==> config.mk <==
export PLATFORM = sky130hd
export DESIGN_NAME = axi4_boot_sequencer
export DESIGN_NICKNAME = d
export VERILOG_FILES = /design/src/rtl/axi4_boot_sequencer.sv
export SDC_FILE = /design/constraint.sdc
export NUM_CORES = 1
export LEC_CHECK = 0
export ABC_AREA = 1
export CELL_PAD_IN_SITES_DETAIL_PLACEMENT = 1
export CELL_PAD_IN_SITES_GLOBAL_PLACEMENT = 1
export CORE_AREA = 10 10 233 235
export CTS_CLUSTER_DIAMETER = 80
export DETAILED_ROUTE_END_ITERATION = 7
export DIE_AREA = 0 0 243 245
export PLACE_DENSITY = 0.61
export SYNTH_ARGS = -nofsm -noshare
export SYNTH_HDL_FRONTEND = slang
export SYNTH_SLANG_ARGS = --single-unit
==> constraint.sdc <==
create_clock -name aclk -period 4.3 [get_ports aclk]
set_input_delay 0.86 -clock aclk [delete_from_list [all_inputs] [get_ports aclk]]
set_output_delay 0.86 -clock aclk [all_outputs]
set_load 0.02 [all_outputs]
==> src/rtl/axi4_boot_sequencer.sv <==
// axi4_boot_sequencer: passive AXI4 write-channel snooper that boots a core
// after a DMA image load. All AXI ports are inputs; nothing is driven back.
// Handshake semantics: an AW or W transfer happens on a rising aclk edge where
// the matching valid and ready are both high; this block only observes them.
// Optional feature: define BOOT_WDT_EN to add a RUN-state watchdog that halts
// the core after TIMEOUT_CYCLES RUN cycles without core_done_i.
module axi4_boot_sequencer #(
  parameter int                    DATA_WIDTH     = 512,
  parameter int                    ADDR_WIDTH     = 64,
  parameter logic [ADDR_WIDTH-1:0] DOORBELL_ADDR  = '0,
  parameter logic [63:0]           START_MAGIC    = 64'hFFFF_FFFF_FFFF_FFFF,
  parameter logic [63:0]           STOP_MAGIC     = 64'hDEAD_DEAD_DEAD_DEAD,
  parameter int                    PULSE_CYCLES   = 100,
  parameter int                    AW_DEPTH       = 4,
  parameter int                    TIMEOUT_CYCLES = 1000000
) (
  input  logic                  aclk,
  input  logic                  aresetn,
  input  logic [ADDR_WIDTH-1:0] s_axi_awaddr,
  input  logic                  s_axi_awvalid,
  input  logic                  s_axi_awready,
  input  logic [DATA_WIDTH-1:0] s_axi_wdata,
  input  logic                  s_axi_wvalid,
  input  logic                  s_axi_wready,
  input  logic                  s_axi_wlast,
  input  logic                  core_done_i,
  output logic                  core_rst_n_o,
  output logic                  start_o,
  output logic [1:0]            state_o,
  output logic [31:0]           beat_count_o,
  output logic [1:0]            err_o
);

  typedef enum logic [1:0] {
    ST_LOAD  = 2'd0,
    ST_START = 2'd1,
    ST_RUN   = 2'd2,
    ST_HALT  = 2'd3
  } state_t;

  localparam int PW  = $clog2(AW_DEPTH);
  localparam int PCW = $clog2(PULSE_CYCLES + 1);

  state_t state, state_n;

  // AW tracking FIFO: one bit per outstanding burst, set when it targets the doorbell
  logic [AW_DEPTH-1:0] fifo_q;
  logic [PW-1:0]       wr_ptr, rd_ptr;
  logic [PW:0]         occ;

  logic aw_hs, w_hs, fifo_empty, fifo_full, push, pop, db_beat;
  logic start_db, stop_db, err_aw_set;
  logic err_aw, err_wdt, wdt_expire;
  logic [PCW-1:0] pulse_cnt;
  logic [31:0]    beat_cnt;

  assign aw_hs      = s_axi_awvalid & s_axi_awready;
  assign w_hs       = s_axi_wvalid & s_axi_wready;
  assign fifo_empty = (occ == '0);
  assign fifo_full  = (occ == (PW + 1)'(AW_DEPTH));
  // A pop frees a slot in the same cycle, so push-while-full is legal with a pop
  assign pop        = w_hs & s_axi_wlast & ~fifo_empty;
  assign push       = aw_hs & (~fifo_full | pop);
  // Beats with no tracked burst are treated as ordinary data beats
  assign db_beat    = w_hs & ~fifo_empty & fifo_q[rd_ptr];
  assign start_db   = db_beat & (s_axi_wdata[63:0] == START_MAGIC);
  assign stop_db    = db_beat & (s_axi_wdata[63:0] == STOP_MAGIC);
  assign err_aw_set = (aw_hs & fifo_full & ~pop) | (w_hs & fifo_empty);

  generate
    if (DATA_WIDTH > 64) begin : g_wide
      logic unused_wdata_hi;
      assign unused_wdata_hi = ^s_axi_wdata[DATA_WIDTH-1:64];
    end
  endgenerate

  // FIFO pointers, occupancy and stored doorbell flags
  always_ff @(posedge aclk) begin
    if (!aresetn) begin
      fifo_q <= '0;
      wr_ptr <= '0;
      rd_ptr <= '0;
      occ    <= '0;
    end else begin
      if (push) begin
        fifo_q[wr_ptr] <= (s_axi_awaddr == DOORBELL_ADDR);
        wr_ptr         <= wr_ptr + 1'b1;
      end
      if (pop) begin
        rd_ptr <= rd_ptr + 1'b1;
      end
      case ({push, pop})
        2'b10:   occ <= occ + 1'b1;
        2'b01:   occ <= occ - 1'b1;
        default: occ <= occ;
      endcase
    end
  end

  // Sticky AW tracking error; cleared only by reset
  always_ff @(posedge aclk) begin
    if (!aresetn) begin
      err_aw <= 1'b0;
    end else if (err_aw_set) begin
      err_aw <= 1'b1;
    end
  end

  // Start pulse length: holds PULSE_CYCLES outside START, counts down inside it
  always_ff @(posedge aclk) begin
    if (!aresetn || state != ST_START) begin
      pulse_cnt <= PCW'(PULSE_CYCLES);
    end else begin
      pulse_cnt <= pulse_cnt - 1'b1;
    end
  end

`ifdef BOOT_WDT_EN
  localparam int WW = $clog2(TIMEOUT_CYCLES + 1);
  logic [WW-1:0] wdt_cnt;

  // Watchdog: counts RUN cycles, restarts from zero every time RUN is entered
  always_ff @(posedge aclk) begin
    if (!aresetn || state != ST_RUN) begin
      wdt_cnt <= '0;
    end else begin
      wdt_cnt <= wdt_cnt + 1'b1;
    end
  end

  assign wdt_expire = (state == ST_RUN) && (wdt_cnt == WW'(TIMEOUT_CYCLES - 1)) && !core_done_i;

  // Sticky watchdog error; cleared only by reset
  always_ff @(posedge aclk) begin
    if (!aresetn) begin
      err_wdt <= 1'b0;
    end else if (wdt_expire) begin
      err_wdt <= 1'b1;
    end
  end
`else
  localparam int wdt_limit_unused = TIMEOUT_CYCLES;
  assign wdt_expire = 1'b0;
  assign err_wdt    = 1'b0;
`endif

  // Load beat counter: counts non-doorbell beats in LOAD, cleared on HALT exit
  always_ff @(posedge aclk) begin
    if (!aresetn || state == ST_HALT) begin
      beat_cnt <= '0;
    end else if (state == ST_LOAD && w_hs && !db_beat && beat_cnt != 32'hFFFF_FFFF) begin
      beat_cnt <= beat_cnt + 1'b1;
    end
  end

  // State register
  always_ff @(posedge aclk) begin
    if (!aresetn) begin
      state <= ST_LOAD;
    end else begin
      state <= state_n;
    end
  end

  // Next-state decode
  always_comb begin
    state_n = state;
    case (state)
      ST_LOAD: begin
        if (start_db) state_n = ST_START;
      end
      ST_START: begin
        if (stop_db)                       state_n = ST_HALT;
        else if (pulse_cnt == PCW'(1))     state_n = ST_RUN;
      end
      ST_RUN: begin
        if (core_done_i || stop_db || wdt_expire) state_n = ST_HALT;
      end
      ST_HALT: begin
        state_n = ST_LOAD;
      end
      default: state_n = ST_LOAD;
    endcase
  end

  assign core_rst_n_o = (state == ST_START) || (state == ST_RUN);
  assign start_o      = (state == ST_START);
  assign state_o      = state;
  assign beat_count_o = beat_cnt;
  assign err_o        = {err_wdt, err_aw};

endmodule

Word level (Yosys, flattened, before mapping) --
Index checks and enable logic that the tools add are counted.
Storage, ports and cells: logic and storage cells 74, bits of input ports 584, output and inout bits 38, register bits after elaboration 53
Cells by class: bitwise gates (word level) 17, $add $sub $neg 6, multiplexer cells 11, reduce and logical (&&, ||, !) cells 15, eq/ne operators 14, magnitude comparators 3
Operator list (count):
- 64-bit equality test, second input constant | 2
- 64-bit logical NOT | 1
- 32-bit by 1-bit adder with 32-bit output, second input constant | 1
- 32-bit inequality test, second input constant | 1
- 1-bit AND | 12
- 2-bit 2-to-1 mux | 4
- 2-bit one-hot mux with 4 select lines | 1
- 7-bit by 1-bit equality test with 1-bit output, second input constant | 1
- 7-bit by 1-bit subtractor with 7-bit output, second input constant | 1
- 2-bit equality test, second input constant | 3
- 2-bit by 3-bit < comparator with 1-bit output, second input constant | 2
- 3-bit one-hot mux with 2 select lines | 1
- 2-bit by 1-bit adder with 2-bit output, second input constant | 2
- 4-bit bitwise mux | 1
- 2-bit by 1-bit equality test with 1-bit output, second input constant | 2
- 1-bit logical AND | 4
- 1-bit logical OR | 4
- 2-bit inequality test, second input constant | 2
- 3-bit by 1-bit adder with 3-bit output, second input constant | 1
- 3-bit equality test, second input constant | 1
- 3-bit logical NOT | 1
- 3-bit by 1-bit inequality test with 1-bit output, second input constant | 1
- 1-bit inverter | 3
- 3-bit AND reduction | 1
- 10 further kinds | 13

Longest topological paths before layout --
Gate-level depths: netlist of run 1.
depth in word-level cells 8, depth in mapped cells 12, depth with buffers taken out 12

Least setup slack after synthesis of run 1 --
No wires, ideal clock.
path kind input port to flip-flop, start point in s_axi_wvalid, end point reg occ[2], arrival 2.032 ns, buffers on the path 0, setup slack 2.153 ns, cell stages on the path 9, setup time 0.115 ns, data required time 4.185 ns, path through nand2_1 nor2_1 nand2_1 nor2_1 inv_1 fa_1 nand3b_1 a21oi_1 nor2_1
Between the ends: longest elaborated chain between the ends 7, elaborated cells on any way between the ends 9, classes of those cells eq/ne (2); mux (1); bitwise (5); reduce/logical (1)
RTL lines:
- from (decl) | line 23 | input logic s_axi_wvalid,
- 1-bit AND * | line 58 | assign w_hs = s_axi_wvalid & s_axi_wready;
- 1-bit AND * (2 in series) | line 62 | assign pop = w_hs & s_axi_wlast & ~fifo_empty;
- 1-bit bitwise OR | line 63 | assign push = aw_hs & (~fifo_full | pop);
- 1-bit AND | line 63
- 2-bit by 1-bit equality test with 1-bit output or 2-bit equality test (tied branches) | line 92 | case ({push, pop})
- 3-bit one-hot mux with 2 select lines or 2-bit nonzero test (tied branches)
- to (signal assigned) | line 93 | 2'b10: occ <= occ + 1'b1;
- to (signal assigned) | line 94 | 2'b01: occ <= occ - 1'b1;
- to (decl) | line 49 | logic [PW:0] occ;
Mark *: on every way between the ends. The rest lies on a longest branch, timed or not. A chain may end at the register's enable or synchronous reset.

Final worst setup path of run 1 --
start point reg state[1] (netlist: state_o[1]), end point out core_rst_n_o
Between the ends: longest elaborated chain between the ends 2, elaborated cells on any way between the ends 3, classes of those cells eq/ne (2); reduce/logical (1)
RTL lines:
- from (decl) | line 44 | state_t state, state_n;
- from (signal assigned) | line 161 | state <= state_n;
- 2-bit by 1-bit equality test with 1-bit output or 2-bit equality test (tied branches) | line 186 | assign core_rst_n_o = (state == ST_START) || (state == ST_RUN);
- 1-bit logical OR * | line 186
- to (decl) | line 27 | output logic core_rst_n_o,
Marked as above.

==> results of run 1 <==
[stage by stage]
step                      hold WS (ns)  setup WS (ns)
after floorplan                  0.417           2.15
after global placement           0.429           1.22
after detailed placement         0.465           1.16
after CTS                        0.476           1.48
after global routing             0.497           1.31
final                            0.465           1.58
[layer usage]
metal,GRT usage (%),wire length [um]
met5,0,0
met2,8.95,7340
met4,0.607,65
met1,6.41,7710
met3,2.72,1600
[cell usage after synthesis (all sizes together)]
| master | instances |
|---|---|
| fa | 1 |
| nor3 | 16 |
| conb | 1 |
| o21ai | 16 |
| inv | 57 |
| and2 | 1 |
| dfxtp | 53 |
| a31oi | 4 |
| ha | 12 |
| nor4 | 4 |
| clkbuf | 4 |
| o22ai | 1 |
| nand4 | 16 |
| nand3 | 10 |
| buf | 9 |
| xnor2 | 10 |
| o31ai | 1 |
| nor2 | 114 |
| nand3b | 6 |
| nor2b | 1 |
| a21oi | 43 |
| xor2 | 18 |
| o211ai | 1 |
| nand2 | 195 |
[how the worst min path moves through the flow]
| stage | end | cells after the start |
|---|---|---|
| after floorplan | pulse_cnt[0]$_SDFF_PP0_ | 1 |
| after global placement | pulse_cnt[0]$_SDFF_PP0_ | 1 |
| after detailed placement | occ[0]$_SDFFE_PN0P_ | 1 |
| after CTS | pulse_cnt[0]$_SDFF_PP0_ | 1 |
| after global routing | pulse_cnt[0]$_SDFF_PP0_ | 1 |
| final | pulse_cnt[0]$_SDFF_PP0_ | 1 |
[state kept, by name, summed over array words and instances (netlist names)]
name	flops
wr_ptr	2
fifo_q	4
occ	3
pulse_cnt	7
rd_ptr	2
err_aw	1
state_o	2
beat_count_o	32
[power groups by stage]
stage                     Sequential (mW)  Clock [mW]  Combinational [mW]
after global placement              0.553           0               0.491
after CTS                           0.544       0.456               0.507
after floorplan                     0.563           0               0.261
final                               0.543       0.426               0.489
after global routing                0.549       0.471               0.553
after detailed placement            0.554           0               0.505
[cells by family after synthesis]
| family | Yosys count |
|---|---|
| AND/OR/NAND/NOR | 363 |
| buffers and inverters | 70 |
| AO/OA/AOI/OAI | 66 |
| flip-flops | 53 |
| XOR/XNOR | 28 |
| adder cells (fa/ha/maj) | 13 |
| other | 1 |
[worst max-delay path: stages (launching register included)]
cell and delay [ns]:
dfxtp_1 0.43, inv_1 0.13, ha_1 0.32, clkdlybuf4s50_1 0.68
[cell type report]
type	instances	area share (%)
multi-input cells	471	37.0
flip-flops and latches	53	16.7
clock buffers	5	1.97
repair buffers	173	27.3
clock inverters	3	0.355
inverters	57	3.37
well taps	672	13.3
diodes	2	0.0789
==> out/metrics.cfg, run 1 <==
[clock_network]
post_cts_buffers=0
cts_num_sinks=53
htree_levels=2
cts_tree=yes
cts_resized=0
clk_latency_ns=0.30
clockBufferDepth=2
cts_hold_buf=0
clkTransAtPathRegs_ns=0.07
cts-root-buf=clkbuf_16
cts_buffers=5

[setup_path]
r2r-start=beat_count_o[0]$_SDFFE_PP0P_
worstSetupEndpointType=primary output
crit_arrival_ns=1.86
reg2reg_setup_slack_ns=1.91
critPathLaunchType=flop
cp_max_fo=5
setup.worst_path.start=state_o[1]$_SDFFE_PN0P_
worstRegToRegCells=9
crit_type=reg -> out
timing.rr.end=beat_count_o[31]$_SDFFE_PP0P_
critical_path_required_ns=3.44
critPathCapture=core_rst_n_o

[timing]
tightest_slew_ns=0.963
hold_viol=0
fmax_mhz=367
period_minus_slack_ns=2.72
setup_viol=0
rsz0062_at_grt=false
period_share_pct=63.3
setup_tns_ns=0
maxSlewViolCount=0
fin_skew_ns=0.00546
relSlewSlack_pct=35.7

[global_route]
grt_pass1_vias=4715
antenna_found_initial=2
grt_pass1_wl_mm=25.7
grt_usage_pct=5.43
grt_overflow=0
grt_max_degree=33

[hold_path]
hold_path_class=reg -> reg
hold_start=pulse_cnt[0]$_SDFF_PP0_

[layout]
finalNonFillerCells=1436
nets=1358
final_cell_mix=nand2_1, clkdlybuf4s50_1, nor2_1, dfxtp_1, inv_1
mostFrequentLayoutCell=nand2_1
utilization_pct=12.8
final_area_um2=6340
syn2layout_area_growth_pct=69.7
drive_gt1_share_pct=5.77
multiInputGateArea_um2=2340
fillers=6116
seq_area_um2=1060

[logic_synthesis]
ys_types=34
synth-xor-area-share_pct=6.56
synth_top_cells_by_area=dfxtp_1, nand2_1, nor2_1
yosysTopAreaCell=dfxtp_1
synthesis.nets=1191
synth_top_family_by_area=simple AND/OR/NAND/NOR gates
synth_top_cell_area_share_pct=28.4
syn_avg_cell_area_um2=6.29
ys_seq_area_share_pct=28.4
synth-compound-area-share_pct=10.1
ys_ff_latch=53
yosys.area_share.simple_pct=41.4
syn-cell-area_um2=3740
synthMuxAreaShare_pct=0
synth_cells=594
ys_warn_count=0
synth_fa_ha_area_share_pct=4.55

[placement]
dpl_cell_area_um2=6190
hpwlAfterDp_mm=14.4
io_buffers=172
routabilityCongestion=0.733
dp_cells=1426

[routing]
num_vias=4321
drcViolationCount=0
vias_per_cell=3.01
drtIter0Drc=137
wl_mm=16.7
detailedRoute.firstPassIterationCount=4
routedWlPerCell_um=11.6
ant_nets=0

[die]
row_count=82
die_w_um=243
core-area_um2=49700
die_h_um=245
die_area_um2=59500
io_pins=622
initial_core_util_pct=7.53

[power]
ir_worst_vdd_mv=0.134
p_seq_share_pct=37.2
share_comb_of_total_power_pct=33.5
cellLeakagePower_nw=2.05
p_total_mw=1.46
p_per_area_nw_per_um2=230
power.switching_mw=0.502
p_int_mw=0.957
sw_frac_of_total_pct=34.4
p_clk_share_pct=29.2

[job]
max_cap_violations=0

[status]
outcome=complete, no violations

Note: power is estimated with default switching activity, not from simulation.
==> run 2: changes to the inputs <==
--- a/config.mk
+++ b/config.mk
@@ -8,11 +8,11 @@
 export ABC_AREA = 1
 export CELL_PAD_IN_SITES_DETAIL_PLACEMENT = 1
 export CELL_PAD_IN_SITES_GLOBAL_PLACEMENT = 1
-export CORE_AREA = 10 10 233 235
+export CORE_AREA = 10 10 232 234
 export CTS_CLUSTER_DIAMETER = 80
 export DETAILED_ROUTE_END_ITERATION = 7
-export DIE_AREA = 0 0 243 245
-export PLACE_DENSITY = 0.61
+export DIE_AREA = 0 0 242 244
+export PLACE_DENSITY = 0.64
 export SYNTH_ARGS = -nofsm -noshare
 export SYNTH_HDL_FRONTEND = slang
 export SYNTH_SLANG_ARGS = --single-unit
==> constraint.sdc (replaced) <==
create_clock -name aclk -period 2.3 [get_ports aclk]
set_input_delay 0.46 -clock aclk [delete_from_list [all_inputs] [get_ports aclk]]
set_output_delay 0.46 -clock aclk [all_outputs]
set_load 0.02 [all_outputs]
==> run 2 against run 1 <==
Compared with the run above:
- utilization is 0.46 points higher
- largest power group unchanged
- final area grew 3.2%
- global-route usage grew 0.29 points
- first-iteration DRC count is 0.73% higher
- sequential power increased by 86%
- worst hold slack worse by 0.013 ns
- die area down 0.82%
- non-clock buffer count up 16
==> out/metrics.cfg, run 2 (synthesized netlist as in run 1, its figures left out) <==
[status]
outcome=complete, no violations

[clock_network]
clk_latency_ns=0.31  ; about the same
cts_num_sinks=53  ; unchanged
cts-root-buf=clkbuf_16
cts_buffers=5  ; unchanged
clockBufferDepth=2  ; unchanged
clkTransAtPathRegs_ns=0.07  ; about the same
htree_levels=2  ; unchanged
cts_tree=yes

[global_route]
grt_pass1_wl_mm=26.6  ; +3.3%
grt_overflow=0  ; unchanged
grt_pass1_vias=4935  ; +4.7%
grt_usage_pct=5.72  ; +0.29 points
grtUsageMet2_pct=9.95  ; +1.0 points
busiest_layer=met2
grt_use_met1_pct=6.28  ; -0.13 points
antenna_found_initial=2  ; unchanged
grt_max_degree=32  ; -3.0%
grt_util_met3_pct=2.69  ; -0.023 points

[setup_path]
cp_slowest_stage_delay_ns=0.42  ; -0.26 ns
crit_arrival_ns=1.61  ; -0.25 ns
timing.rr.end=beat_count_o[28]$_SDFFE_PP0P_
r2r-start=beat_count_o[0]$_SDFFE_PP0P_
critical_path_required_ns=1.84  ; -1.60 ns
critPathLaunchType=flop
worstSetupEndpointType=primary output
critPathCapture=core_rst_n_o
crit_path_top_delay_cell=dlygate4sd2_1
path_delay_family=buffers and inverters
crit_type=reg -> out
cp_max_fo=5  ; unchanged
worstRegToRegCells=10  ; +1
setup.worst_path.start=state_o[0]$_SDFFE_PN0P_
reg2reg_setup_slack_ns=0.47  ; -1.44 ns
crit_cells=3  ; unchanged
crit_chain=inv_1 > ha_1 > dlygate4sd2_1
worst-path-buf-inv=2  ; unchanged

[timing]
maxSlewViolCount=0  ; unchanged
hold_viol=0  ; unchanged
fin_skew_ns=0.0111  ; +0.00564 ns
setup_slack_ns=0.233  ; -1.34 ns
fmax_mhz=484
period_share_pct=89.9
rsz0062_at_grt=false
setup_tns_ns=0  ; unchanged
period_minus_slack_ns=2.07
setup_viol=0  ; unchanged

[power]
cellLeakagePower_nw=2.19  ; +6.4%
p_total_mw=2.94  ; +100%
ir_worst_vdd_mv=0.284  ; +110%
p_per_area_nw_per_um2=449  ; +95%

[layout]
syn2layout_area_growth_pct=75.1
final_cell_mix=nand2_1, clkdlybuf4s50_1, nor2_1, dfxtp_1, inv_1
nets=1374  ; +1.2%
utilization_pct=13.2  ; +0.46 points
drive_gt1_share_pct=7.71  ; +1.9 points
mostFrequentLayoutCell=nand2_1
finalNonFillerCells=1451  ; +1.0%
largest_reg_flops=32  ; unchanged

[placement]
hpwlAfterDp_mm=15.1  ; +4.8%
routabilityCongestion=0.717  ; -2.2%
dp_cells=1442  ; +1.1%
place_ws_ns=0.0127  ; -1.15 ns
io_buffers=172  ; unchanged

[routing]
routedWlPerCell_um=11.8  ; +1.6%
ant_nets=0  ; unchanged
detailedRoute.firstPassIterationCount=4  ; unchanged
num_vias=4441  ; +2.8%
vias_per_cell=3.06  ; +1.7%
wl_mm=17.2  ; +2.7%
drcViolationCount=0  ; unchanged
drtIter0Drc=138  ; +0.73%

[die]
initial_core_util_pct=7.56  ; +0.031 points
die_area_um2=59000  ; -0.82%
die_w_um=242  ; -0.41%
row_count=82  ; unchanged
io_pins=622  ; unchanged
core-area_um2=49500  ; -0.41%
die_h_um=244  ; -0.41%

[job]
max_cap_violations=0  ; unchanged

[hold_path]
hold_path_class=reg -> reg

==> run 2: changes by cell type in the layout (fill, tap and decap cells not counted), sizes merged <==
cell and change:
bufinv +1, inv +1, clkinv -2, clkdlybuf4s50 -2, diode -1, buf +16, dlymetal6s2s +1, dlygate4sd2 +1
==> run 2: where the power goes <==
part,internal [mW],switching (mW)
Sequential,0.965,0.0492
Combinational,0.483,0.520
Clock,0.518,0.404
Total,1.97,0.973
==> run 2: worst min path at each step <==
stage                     slack (ns)               startpoint                      end  cells after the start
after global routing            0.48  pulse_cnt[0]$_SDFF_PP0_  pulse_cnt[0]$_SDFF_PP0_                      1
after floorplan                 0.42  pulse_cnt[0]$_SDFF_PP0_  pulse_cnt[0]$_SDFF_PP0_                      1
after CTS                       0.45  pulse_cnt[0]$_SDFF_PP0_  pulse_cnt[0]$_SDFF_PP0_                      1
final                           0.45  pulse_cnt[0]$_SDFF_PP0_  pulse_cnt[0]$_SDFF_PP0_                      1
after global placement          0.43  pulse_cnt[0]$_SDFF_PP0_  pulse_cnt[0]$_SDFF_PP0_                      1
after detailed placement        0.44  pulse_cnt[0]$_SDFF_PP0_  pulse_cnt[0]$_SDFF_PP0_                      1
==> run 2: routing by layer <==
layer  part of all wire [%]  wire (um)  up-vias
met5                  0.076         13        -
met4                   0.89        153        2
met2                     47       8020      154
met1                     44       7470     2036
met3                    8.8       1520       12
li1                       -          -     2237
==> run 2: cell type report <==
cell class / instances / area [um^2]
fillers: 6098 / 42900
flip-flops and latches: 53 / 1060
inverters: 57 / 214
well taps: 672 / 841
clock buffers: 5 / 125
repair buffers: 189 / 1910
diodes: 1 / 2.50
clock inverters: 3 / 43.8
multi-input cells: 471 / 2340
==> run 2: what timing repair did <==
action,in CTS,in global routing
hold buffers,0,0
setup endpoints to repair,1,1
pin swaps,0,0
resized for setup,1,1
buffers inserted,0,0
==> run 2: stage by stage <==
step | instance area [um^2] | hold WS [ns]
floorplan | 3740 | 0.417
global route | 6540 | 0.478
detailed placement | 6370 | 0.439
CTS | 6540 | 0.452
finish | 6550 | 0.452
global placement | 6370 | 0.429
==> run 3: changes to the inputs <==
--- a/config.mk
+++ b/config.mk
@@ -13,6 +13,7 @@
 export DETAILED_ROUTE_END_ITERATION = 7
 export DIE_AREA = 0 0 242 244
 export PLACE_DENSITY = 0.64
+export REMOVE_ABC_BUFFERS = 1
 export SYNTH_ARGS = -nofsm -noshare
 export SYNTH_HDL_FRONTEND = slang
 export SYNTH_SLANG_ARGS = --single-unit
==> run 3 against run 2 <==
Compared with the run above:
- global-route usage is 0.083 points higher
- die area is the same
- combinational power is essentially flat
- routed wire length is 1.0% higher
- critical endpoint is now start_o
- fmax decreased by 4.5%
- setup slack lost 0.098 ns
- largest power group unchanged
- clock skew grew 0.00060 ns
- final area is essentially flat
- sequential power barely moved
- clock power down 2%
- first-iteration DRC count shrank 38%
- utilization about the same
- critical path type unchanged
==> out/metrics.cfg, run 3 (synthesized netlist as in run 1, its figures left out) <==
[timing]
setup_viol=0  ; unchanged
fmax_mhz=462  ; -4.5%
period_share_pct=94.1  ; +4.2 points
hold_viol=0  ; unchanged
fin_skew_ns=0.0117  ; +0.000597 ns
rsz0062_at_grt=false
period_minus_slack_ns=2.16  ; +0.0975 ns
maxSlewViolCount=0  ; unchanged

[die]
core-area_um2=49500  ; unchanged
initial_core_util_pct=7.56  ; unchanged
die_h_um=244  ; unchanged
row_count=82  ; unchanged
io_pins=622  ; unchanged
die_area_um2=59000  ; unchanged
die_w_um=242  ; unchanged

[routing]
detailedRoute.firstPassIterationCount=4  ; unchanged
wl_mm=17.3  ; +1.0%
ant_nets=0  ; unchanged
routedWlPerCell_um=11.9  ; +0.59%
num_vias=4432  ; -0.20%
drcViolationCount=0  ; unchanged
drtIter0Drc=86  ; -38%
vias_per_cell=3.04  ; -0.61%

[setup_path]
critPathLaunchType=flop
critical_path_required_ns=1.84  ; about the same
crit_path_top_delay_cell=clkdlybuf4s50_1
worstSetupEndpointType=primary output
cp_max_fo=5  ; unchanged
cp_slowest_stage_delay_ns=0.65  ; +0.23 ns
crit_chain=inv_1 > ha_1 > clkdlybuf4s50_1
crit_arrival_ns=1.70  ; +0.09 ns
crit_type=reg -> out

[clock_network]
htree_levels=2  ; unchanged
cts_tree=yes
cts-root-buf=clkbuf_16
clkTransAtPathRegs_ns=0.07  ; about the same
clockBufferDepth=2  ; unchanged
clk_latency_ns=0.31  ; about the same
cts_num_sinks=53  ; unchanged
cts_buffers=5  ; unchanged
cts_hold_buf=0  ; unchanged

[layout]
drive_gt1_share_pct=8.29  ; +0.58 points
largest_reg_flops=32  ; unchanged
utilization_pct=13.2  ; about the same
finalNonFillerCells=1457  ; +0.41%
syn2layout_area_growth_pct=75.2  ; about the same
final_cell_mix=nand2_1, clkdlybuf4s50_1, nor2_1, dfxtp_1, inv_1
nets=1380  ; +0.44%
mostFrequentLayoutCell=nand2_1

[global_route]
grt_pass1_vias=4846  ; -1.8%
grt_max_degree=32  ; unchanged
grt_pass1_wl_mm=26.9  ; +1.3%
grt_overflow=0  ; unchanged
antenna_found_initial=2  ; unchanged
grt_usage_pct=5.80  ; +0.083 points

[hold_path]
hold_path_class=reg -> reg

[power]
p_per_area_nw_per_um2=442  ; -1.5%
ir_worst_vdd_mv=0.242  ; -15%
cellLeakagePower_nw=2.18  ; -0.19%

[placement]
io_buffers=172  ; unchanged
routabilityCongestion=0.784  ; +9.4%
dp_cells=1448  ; +0.42%
hpwlAfterDp_mm=15.2  ; +0.88%

[job]
max_cap_violations=0  ; unchanged

[status]
outcome=complete, no violations

[run 3: layout make-up]
| type | count | area, um^2 |
|---|---|---|
| antenna | 1 | 2.50 |
| clock buffer | 6 | 129 |
| clock inverter | 2 | 38.8 |
| fill | 6121 | 42900 |
| inverter | 57 | 214 |
| multi-input combinational | 471 | 2340 |
| sequential | 53 | 1060 |
| tap | 672 | 841 |
| timing repair buffer | 195 | 1920 |
[run 3: what timing repair did]
action | CTS | global route
resized for setup | 1 | 0
endpoints found under the setup margin | 1 | 0
setup buffers | 0 | 0
hold endpoints to repair | 0 | 0
[run 3: power by group]
group	leakage [nW]	internal [mW]	switching [mW]	total, mW
registers	0.429	0.965	0.0493	1.01
clock network	0.0811	0.518	0.384	0.902
logic	1.67	0.462	0.518	0.980
total	2.18	1.95	0.952	2.90
[run 3: final timing paths]
path | end | slack (ns) | from | cells after the start
setup / recovery | start_o | 0.14 | state_o[1]$_SDFFE_PN0P_ | 3
hold / removal | pulse_cnt[0]$_SDFF_PP0_ | 0.46 | pulse_cnt[0]$_SDFF_PP0_ | 1
hold reg to reg | pulse_cnt[0]$_SDFF_PP0_ | 0.46 | pulse_cnt[0]$_SDFF_PP0_ | 1
setup reg to reg | beat_count_o[20]$_SDFFE_PP0P_ | 0.39 | beat_count_o[1]$_SDFFE_PP0P_ | 10
[run 3: worst max-delay path: cells and delay by family, from the launching register on]
family,cells,cell delay (ns)
buffers and inverters,2,0.80
flip-flops,1,0.37
adder cells (fa/ha/maj),1,0.24
[run 3: per-stage QoR]
step | instance area [um^2] | power [mW] | TNS (ns) | hold WS [ns] | setup slack (ns)
final | 6550 | 2.90 | 0 | 0.458 | 0.136
after global routing | 6550 | 3.11 | 0 | 0.496 | 0.0233
after CTS | 6550 | 2.97 | 0 | 0.473 | 0.0973
after detailed placement | 6380 | 2.05 | -0.0336 | 0.455 | -0.0224
after global placement | 6380 | 2.02 | 0 | 0.431 | 0.0231
after floorplan | 3620 | 1.46 | 0 | 0.417 | 0.357
[run 3: layer usage]
metal  track usage (%)  share of wire [%]  vias to the layer above
met5                 0                  0                        -
met4              1.05                1.1                        0
met3              2.37                8.9                       11
met2              9.21                 43                      163
met1              7.30                 48                     2006
li1                  -                  -                     2252
==> patch, RTL diff (settings of run 2) <==
The parameter `AW_DEPTH` goes from 4 to 5.
--- a/src/rtl/axi4_boot_sequencer.sv
+++ b/src/rtl/axi4_boot_sequencer.sv
@@ -13,3 +13,3 @@
   parameter int                    PULSE_CYCLES   = 100,
-  parameter int                    AW_DEPTH       = 4,
+  parameter int                    AW_DEPTH       = 5,
   parameter int                    TIMEOUT_CYCLES = 1000000
Function: changed (Yosys sat finds a counterexample within 10 cycles, from zero or initial values and one cycle with aresetn low).
==> patch against run 2 <==
Via count rose by 4.1%; synthesized area rose by 3.1%; sequential power rose by 6%; setup slack got worse by 17 ps; critical endpoint is now beat_count_o[23]; clock skew fell by 1.3 ps; register-to-register slack got worse by 130 ps; critical path depth fell by 2; cell area rose by 4.1%; total power rose by 17%; wire length rose by 9.4%; synthesized cell count rose by 4.0%; sequential cell count rose by 4; fmax fell by 0.83%.
==> patch: results (changes against run 2) <==
status: "finished clean"
fin_util_pct: 13.78  # +0.54 points
leakagePower_nw: 2.390  # +9.4%
clock_latency_ps: 330  # +20 ps
critPathLaunch: "beat_count_o[23]"
clkTransAtPathRegs_ps: 50  # -20 ps
async_flop_share_pct: 0  # unchanged
first_global_vias: 5024  # +1.8%
synth_compound_area_share_pct: 9.416  # -0.73 points
drtPass1Iterations: 6  # +2
ff_latch_area_mm2: 0.001141  # +7.5%
htreeDepth: 3  # +1
syn-num-nets: 1215  # +2.0%
grt_usage_pct: 6.230  # +0.51 points
multi_input_cells: 498  # +5.7%
p_clk_share_pct: 39.2  # +7.8 points
yosys-top-cells-count: "nand2_1, nor2_1, dfxtp_1, inv_1, a21oi_1"
ys_warn_count: 0  # unchanged
n_all_inverters: 49  # -14%
drive_gt1_share_pct: 6.527  # -1.2 points
dpl_cell_area_mm2: 0.006511  # +2.2%
clk_path_buf_depth: 2  # unchanged
p_sw_mw: 1.043  # +7.2%
buf_share_pct: 27.97  # -1.3 points
grt_pass1_wl_um: 28480  # +7.2%
cts_made_buffers: 9  # +4
hpwl_um: 16260  # +7.6%
crit_path_end: "beat_count_o[23]"
clock_buffers: 12  # +7
signal_buffers: 193  # +2.1%
fill_cells: 6039  # -0.97%
pg_clk_mw: 1.35  # +47%
synth.area.top_cells: "dfxtp_1, nand2_1, nor2_1, a21oi_1, inv_1"
synth-seq-area-share_pct: 29.61  # +1.2 points
fin_skew_ps: 9.798  # -1.306 ps
finalNetCount: 1405  # +2.3%
gp_congestion: 0.8148  # +14%
reg2reg_from: "beat_count_o[1]"
reg2reg_depth: 8  # -2
ir_drop_mv: 0.2599  # -8.5%
multi_input_area_share_pct: 35.86  # +0.036 points
crit_slowest_cell: "clkdlybuf4s50_1"
synth-xor-area-share_pct: 6.818  # +0.26 points
synth_fa_ha_area_share_pct: 4.416  # -0.14 points
r2r-end: "beat_count_o[24]"
drt_iter0_drc: 123  # -11%
holdWs_ps: 446.0  # -6.520 ps
largest_reg_flops: 32  # unchanged
vias: 4624  # +4.1%
clkCellAreaFrac_pct: 4.352  # +1.8 points
max_stage_delay_ps: 790  # +370 ps
cts.sinks: 57  # +7.5%
crit_fanout: 8  # +3
regToRegSetupSlack_ps: 340  # -130 ps
drt-total-wl_um: 18780  # +9.4%
-- patch: cell types whose count changed after synthesis, sizes merged, moves of 3 or more --
| cell | run 2 | this run |
|---|---|---|
| nand2 | 195 | 206 |
| inv | 57 | 49 |
| nand3 | 10 | 16 |
| nor4 | 4 | 10 |
| a21oi | 43 | 47 |
| dfxtp | 53 | 57 |
| nand4 | 16 | 13 |
| nor2 | 114 | 117 |
| nor3 | 16 | 13 |
-- patch: through the flow --
| stage | setup slack, ps | std cells |
|---|---|---|
| final | 215.8 | 1485 |
| after global routing | 42.55 | 1484 |
| after floorplan | 467.5 | 618 |
| after CTS | 26.57 | 1484 |
| after detailed placement | -167.2 | 1469 |
| after global placement | -84.90 | 1469 |
-- patch: routing by layer --
layer / vias up / track usage, % / share of wire [%]
met5: - / 0 / 0.059
met4: 2 / 1.923 / 1.7
met3: 19 / 1.897 / 5.3
met2: 85 / 11.09 / 50
met1: 2168 / 7.016 / 43
li1: 2350 / - / -
